--- config.mk ---
export PLATFORM = sky130hd
export DESIGN_NAME = exec_core
export DESIGN_NICKNAME = d
export VERILOG_FILES = /design/src/rtl/exec_core.sv
export SDC_FILE = /design/constraint.sdc
export NUM_CORES = 1
export LEC_CHECK = 0
export ABC_AREA = 1
export CAP_MARGIN = 20
export CORE_UTILIZATION = 46
export CTS_CLUSTER_SIZE = 20
export DETAILED_ROUTE_END_ITERATION = 6
export GPL_ROUTABILITY_DRIVEN = 0
export PLACE_DENSITY_LB_ADDON = 0.15
export SYNTH_ARGS = -nofsm -noshare
export SYNTH_HDL_FRONTEND = slang
export SYNTH_SLANG_ARGS = --single-unit
export TNS_END_PERCENT = 1
--- constraint.sdc ---
create_clock -name clk -period 1.85 [get_ports clk]
set_clock_uncertainty 0.05 [all_clocks]
set_input_delay 0.2775 -clock clk [delete_from_list [all_inputs] [get_ports clk]]
set_output_delay 0.2775 -clock clk [all_outputs]
set_load 0.01 [all_outputs]
--- src/rtl/exec_core.sv ---
// Self-sequencing execution core: fetch line, read two operands, run the ALU, write back, advance or branch.
// Optional ALU watchdog enabled by defining EXEC_CORE_TIMEOUT_EN.
//
// state | meaning
// IDLE  | waiting for start after reset
// FETCH | line_req high until line_vld, opcode decode
// RD1   | read src1 from RAM
// RD2   | capture src1 data, read src2
// CALC  | capture src2 data, then drive ALU until alu_done
// WRITE | write latched result to dst
// HALT  | halt opcode seen, done held until start
// ERR   | ip overflow, bad branch target or ALU timeout
module exec_core #(
  parameter int DATA_W      = 8,
  parameter int ADDR_W      = 8,
  parameter int IP_W        = 8,
  parameter int OPC_W       = 8,
  parameter int PROG_LEN    = 256,
  parameter int ALU_TIMEOUT = 16
) (
  input  logic                      clk,
  input  logic                      rstn,
  input  logic                      start,
  output logic                      busy,
  output logic                      done,
  output logic                      err,
  output logic                      line_req,
  output logic [IP_W-1:0]           ip,
  input  logic                      line_vld,
  input  logic [OPC_W+3*ADDR_W-1:0] line,
  output logic                      ram_rd_en,
  output logic                      ram_wr_en,
  output logic [ADDR_W-1:0]         ram_addr,
  output logic [DATA_W-1:0]         ram_wdata,
  input  logic [DATA_W-1:0]         ram_rdata,
  input  logic                      ram_busy,
  output logic                      alu_en,
  output logic [OPC_W-1:0]          alu_opcode,
  output logic [DATA_W-1:0]         alu_a,
  output logic [DATA_W-1:0]         alu_b,
  input  logic [DATA_W-1:0]         alu_result,
  input  logic                      alu_done,
  input  logic                      alu_jump
);

  localparam int LINE_W = OPC_W + 3*ADDR_W;

  if (ALU_TIMEOUT < 1 || PROG_LEN < 1 || PROG_LEN > 2**IP_W) begin : g_param_check
    $error("exec_core: ALU_TIMEOUT/PROG_LEN out of range");
  end

  typedef enum logic [2:0] {
    S_IDLE, S_FETCH, S_RD1, S_RD2, S_CALC, S_WRITE, S_HALT, S_ERR
  } state_t;

  state_t              state, state_nxt;
  logic                first_q;
  logic [OPC_W-1:0]    opc;
  logic [ADDR_W-1:0]   dst, src1, src2;
  logic [DATA_W-1:0]   res;
  logic                calc_live;
  logic                to_expire;
  logic                tgt_ok;
  logic                last_ip;
  logic                start_ok;

  assign calc_live = (state == S_CALC) && !first_q;
  assign tgt_ok    = 32'(alu_result) < 32'(PROG_LEN);
  assign last_ip   = 32'(ip) == 32'(PROG_LEN - 1);
  assign start_ok  = start && (state == S_IDLE || state == S_HALT || state == S_ERR);

`ifdef EXEC_CORE_TIMEOUT_EN
  localparam int TO_W = $clog2(ALU_TIMEOUT + 1);
  logic [TO_W-1:0] to_cnt;

  // Reloaded outside CALC, counts down once per cycle alu_en is high.
  always_ff @(posedge clk or negedge rstn) begin
    if (!rstn)                 to_cnt <= '0;
    else if (state != S_CALC)  to_cnt <= TO_W'(ALU_TIMEOUT);
    else if (calc_live)        to_cnt <= to_cnt - 1'b1;
  end

  assign to_expire = calc_live && !alu_done && (to_cnt == TO_W'(1));
`else
  assign to_expire = 1'b0;
`endif

  always_comb begin
    state_nxt = state;
    line_req  = 1'b0;
    ram_rd_en = 1'b0;
    ram_wr_en = 1'b0;
    ram_addr  = '0;
    ram_wdata = '0;
    alu_en    = 1'b0;
    case (state)
      S_IDLE, S_HALT, S_ERR: begin
        if (start) state_nxt = S_FETCH;
      end
      S_FETCH: begin
        line_req = 1'b1;
        if (line_vld)
          state_nxt = (line[LINE_W-1 -: OPC_W] == '1) ? S_HALT : S_RD1;
      end
      S_RD1: begin
        ram_rd_en = 1'b1;
        ram_addr  = src1;
        if (!ram_busy) state_nxt = S_RD2;
      end
      S_RD2: begin
        ram_rd_en = 1'b1;
        ram_addr  = src2;
        if (!ram_busy) state_nxt = S_CALC;
      end
      S_CALC: begin
        alu_en = calc_live;
        if (calc_live && alu_done) begin
          if (!alu_jump)   state_nxt = S_WRITE;
          else if (tgt_ok) state_nxt = S_FETCH;
          else             state_nxt = S_ERR;
        end else if (to_expire) begin
          state_nxt = S_ERR;
        end
      end
      S_WRITE: begin
        ram_wr_en = 1'b1;
        ram_addr  = dst;
        ram_wdata = res;
        if (!ram_busy) state_nxt = last_ip ? S_ERR : S_FETCH;
      end
      default: state_nxt = S_IDLE;
    endcase
  end

  assign busy = (state != S_IDLE) && (state != S_HALT) && (state != S_ERR);
  assign done = (state == S_HALT);
  assign err  = (state == S_ERR);
  assign alu_opcode = opc;

  always_ff @(posedge clk or negedge rstn) begin
    if (!rstn) begin
      state   <= S_IDLE;
      first_q <= 1'b0;
      ip      <= '0;
      opc     <= '0;
      dst     <= '0;
      src1    <= '0;
      src2    <= '0;
      alu_a   <= '0;
      alu_b   <= '0;
      res     <= '0;
    end else begin
      state   <= state_nxt;
      // Marks the first cycle in a state; RAM read data lands exactly then.
      first_q <= (state_nxt != state);
      if (state == S_FETCH && line_vld)
        {opc, dst, src1, src2} <= line;
      if (state == S_RD2 && first_q)
        alu_a <= ram_rdata;
      if (state == S_CALC && first_q)
        alu_b <= ram_rdata;
      if (calc_live && alu_done && !alu_jump)
        res <= alu_result;

      if (start_ok)
        ip <= '0;
      else if (calc_live && alu_done && alu_jump && tgt_ok)
        ip <= alu_result[IP_W-1:0];
      else if (state == S_WRITE && !ram_busy && !last_ip)
        ip <= ip + 1'b1;
    end
  end

endmodule

==> summary.log <==
[logic_synthesis] post-synth cell types 31
[clock_tree] clock tree from TritonCTS yes
[routing] per-cell via count in the routed design 4.830
[logic_synthesis] sequential element share of the synthesized area 51.93%
[logic_synthesis] post-synthesis net count 454
[power] power per unit of standard cell area 1432 nW/um^2
[finish] area grow syn2layout 45.21%
[clock_tree] clock latency of the later-clocked register in the worst-skew pair 330 ps
[sta] fin. max-slew vios 0
[logic_synthesis] #FFs+latches synth 68
[critical_path] data required time of the critical path 1520 ps
[clock_tree] number of buffers created by CTS 9
[finish] Filler Cells Inserted 590
[critical_path] class of the most critical setup path register to output pin
[min_path] worst hold path depth 3
[routing] wire per inst 13.00 um
[logic_synthesis] average instance area after synthesis 8.233 sq um
[routing] DR iter-0 viols 96
[sta] period utilisation layout 101.3%
[sta] max frequency 533.7 MHz
[die] IO Count 110
[clock_tree] Max Buffers Root-to-Sink 2
[finish] fraction of layout instances using a drive strength above 1 17.26%
[logic_synthesis] netlist area before placement 3277 sq um
[die] Die Span Y 86.40 um
[critical_path] data arrival time of the worst path 1550 ps
[sta] crit path time final 1874 ps
[finish] utilization after layout 69.65%
[sta] Final Hold Vio Count 0
[job] max-capacitance violation count 0
[routing] total wire length 8177 um
[sta] Hold Worst Slack 431.8 ps
[sta] number of setup violations in the final report 5
[routing] total vias in the final route 3038
[sta] Worst-Margin Slew 532.4 ps
[power] static leakage 2.397 nW
[die] area inside the core boundary 6832 sq um
[routing] number of remaining DRC errors 0
[critical_path] critical path startpoint category register
[die] area enclosed by the die boundary 7465 sq um
[power] worst-case vdd ir drop 850.6 uV
[placed_design] I/O Buffers 109
[routing] number of optimization iterations in the first detailed-route pass 4
[finish] highest-count cells in the layout ignoring fill and taps 133 x sky130_fd_sc_hd__nand2_1, 85 x sky130_fd_sc_hd__clkdlybuf4s50_1, 67 x sky130_fd_sc_hd__dfrtp_1, 47 x sky130_fd_sc_hd__inv_1, 26 x sky130_fd_sc_hd__nor2_1
[grt] pin count of the biggest net entering global routing 69
[clock_tree] clock-pin slew on the worst setup and hold paths 70 ps
[grt] number of antenna violations at the first check in global routing 0
[logic_synthesis] Mapped Cells 398
[finish] number of antenna cells inserted 0
[clock_tree] root buffer cell sky130_fd_sc_hd__clkbuf_8
[grt] combined global-route utilization of all metal layers 22.56%
[die] placement row count 30
[die] horizontal extent of the die 86.40 um
[clock_tree] number of levels in the clock H-tree 3
[status] violated checks negative setup slack
[grt] remaining global-route overflow 0
[routing] number of antenna-violating nets in the routed design 0
[finish] most common cell after layout, fill and taps aside sky130_fd_sc_hd__nand2_1
[finish] non-filler cells, final 629
[clock_tree] number of clock sinks seen by CTS 68
[critical_path] critical path capture point type output pin
[logic_synthesis] Synth warnings 0
[sta] unrepaired setup endpoints after global routing true
[placed_design] count of placed standard cells including taps 607
[grt] number of global-route vias before repair 2788
[critical_path] Max FO, Critical Path 7
[die] initial standard-cell utilization of the core 47.97%
[finish] final net count 584
[grt] global-route wire length before repair 13050 um
[placed_design] half-perimeter wire length of the detailed placement result 5778 um
[sta] relative slew slack 64.42%
[status] outcome finished, violations left
[critical_path] Register-to-Register Path Depth 11
[sta] Worst Setup Slack, final -23.77 ps
[min_path] path category of the worst min-delay check input port to register
power breakdown:
group | internal, W | switching (W) | total [W]
logic | 0.00153 | 0.00174 | 0.00326
clock network | 0.000514 | 0.000544 | 0.00106
registers | 0.00215 | 0.000342 | 0.00249
through the flow:
step	worst slack (ps)	setup TNS, ps	area (sq um)	total power [W]
3_3_place_gp	-47.23	-57.18	4548	0.005631
4_1_cts	-192.9	-726.3	4715	0.006731
3_5_place_dp	-84.05	-391.6	4548	0.005721
2_1_floorplan	248.8	0	3277	0.004133
6_report	-23.77	-80.18	4758	0.006814
5_1_grt	-90.27	-777.7	4758	0.007306
registers in the layout, indices dropped and copies added (netlist names):
signal,cells
src2,8
alu_b,8
first_q,1
src1,8
dst,8
alu_opcode,8
alu_a,8
state,3
res,8
ip,8
cell type report:
cell class / count / area (sq um) / area share, %
repair buffers: 130 / 1215 / 25.53
flip-flops and latches: 68 / 1703 / 35.79
inverters: 53 / 203.9 / 4.286
repair inverters: 1 / 7.507 / 0.1578
clock inverters: 5 / 27.53 / 0.5785
clock buffers: 11 / 141.4 / 2.971
well taps: 96 / 120.1 / 2.524
multi-input cells: 265 / 1340 / 28.16
kinds of logic after synthesis:
kind of cell / count (synthesis) / share of synthesized area (%)
adders and majority gates: 1 / 0.3818
and+or+nand+nor: 197 / 25.93
AOI/OAI and AO/OA: 64 / 12.07
xor gates and xnor gates: 3 / 0.8020
buffers and inverters: 65 / 8.896
DFF: 68 / 51.93
metal layers:
layer	GRT usage [%]	up-vias	share of wire (%)	wire length, um
li1	-	1517	-	-
met1	30.66	1424	45	3700
met2	34.85	88	46	3794
met3	6.095	9	7.2	585
met4	8.182	0	1.2	97
met5	0	-	0	0
cells in the mapped netlist (all sizes together):
cell    number  area share [%]
o211ai       5             1.1
xor2         3            0.80
clkbuf       3            0.34
a31oi        1            0.19
inv         53             6.1
nand4        5            0.95
a21oi        6            0.92
or2          1            0.19
o21ai       43             7.5
a22oi        1            0.23
ha           1            0.38
buf          9             2.5
o221ai       7             1.9
nor2        34             4.8
nand3       13             2.5
dfrtp       68              52
o21a         1            0.23
nand2      143              17
nand3b       1            0.23
worst max-delay path, cell delays in order, from the launching register on:
cell	delay, ps
sky130_fd_sc_hd__dfrtp_2	410
sky130_fd_sc_hd__buf_6	120
sky130_fd_sc_hd__nand2_1	60
sky130_fd_sc_hd__nor2_2	130
sky130_fd_sc_hd__inv_2	110
sky130_fd_sc_hd__o221ai_1	210
sky130_fd_sc_hd__buf_2	180
worst paths after layout:
kind	from	end	slack, ps
max in group asynchronous	rstn	state[1]	1010
worst max-delay path	state[1]	ram_addr[0]	-20
worst min-delay path	line[15]	src1[7]	430
worst max register to register	state[1]	ip[6]	100
worst min register to register	alu_opcode[7]	alu_opcode[7]	430
min in group asynchronous	rstn	dst[1]	440
what timing repair did:
item,CTS,global route
gates resized for setup,63,30
hold buffers,1,0
pin swaps,0,6
gates cloned,0,1
setup buffers,3,1
setup endpoints to repair,23,28
endpoints found under the hold margin,68,0
Note: power is estimated with default switching activity, not from simulation.
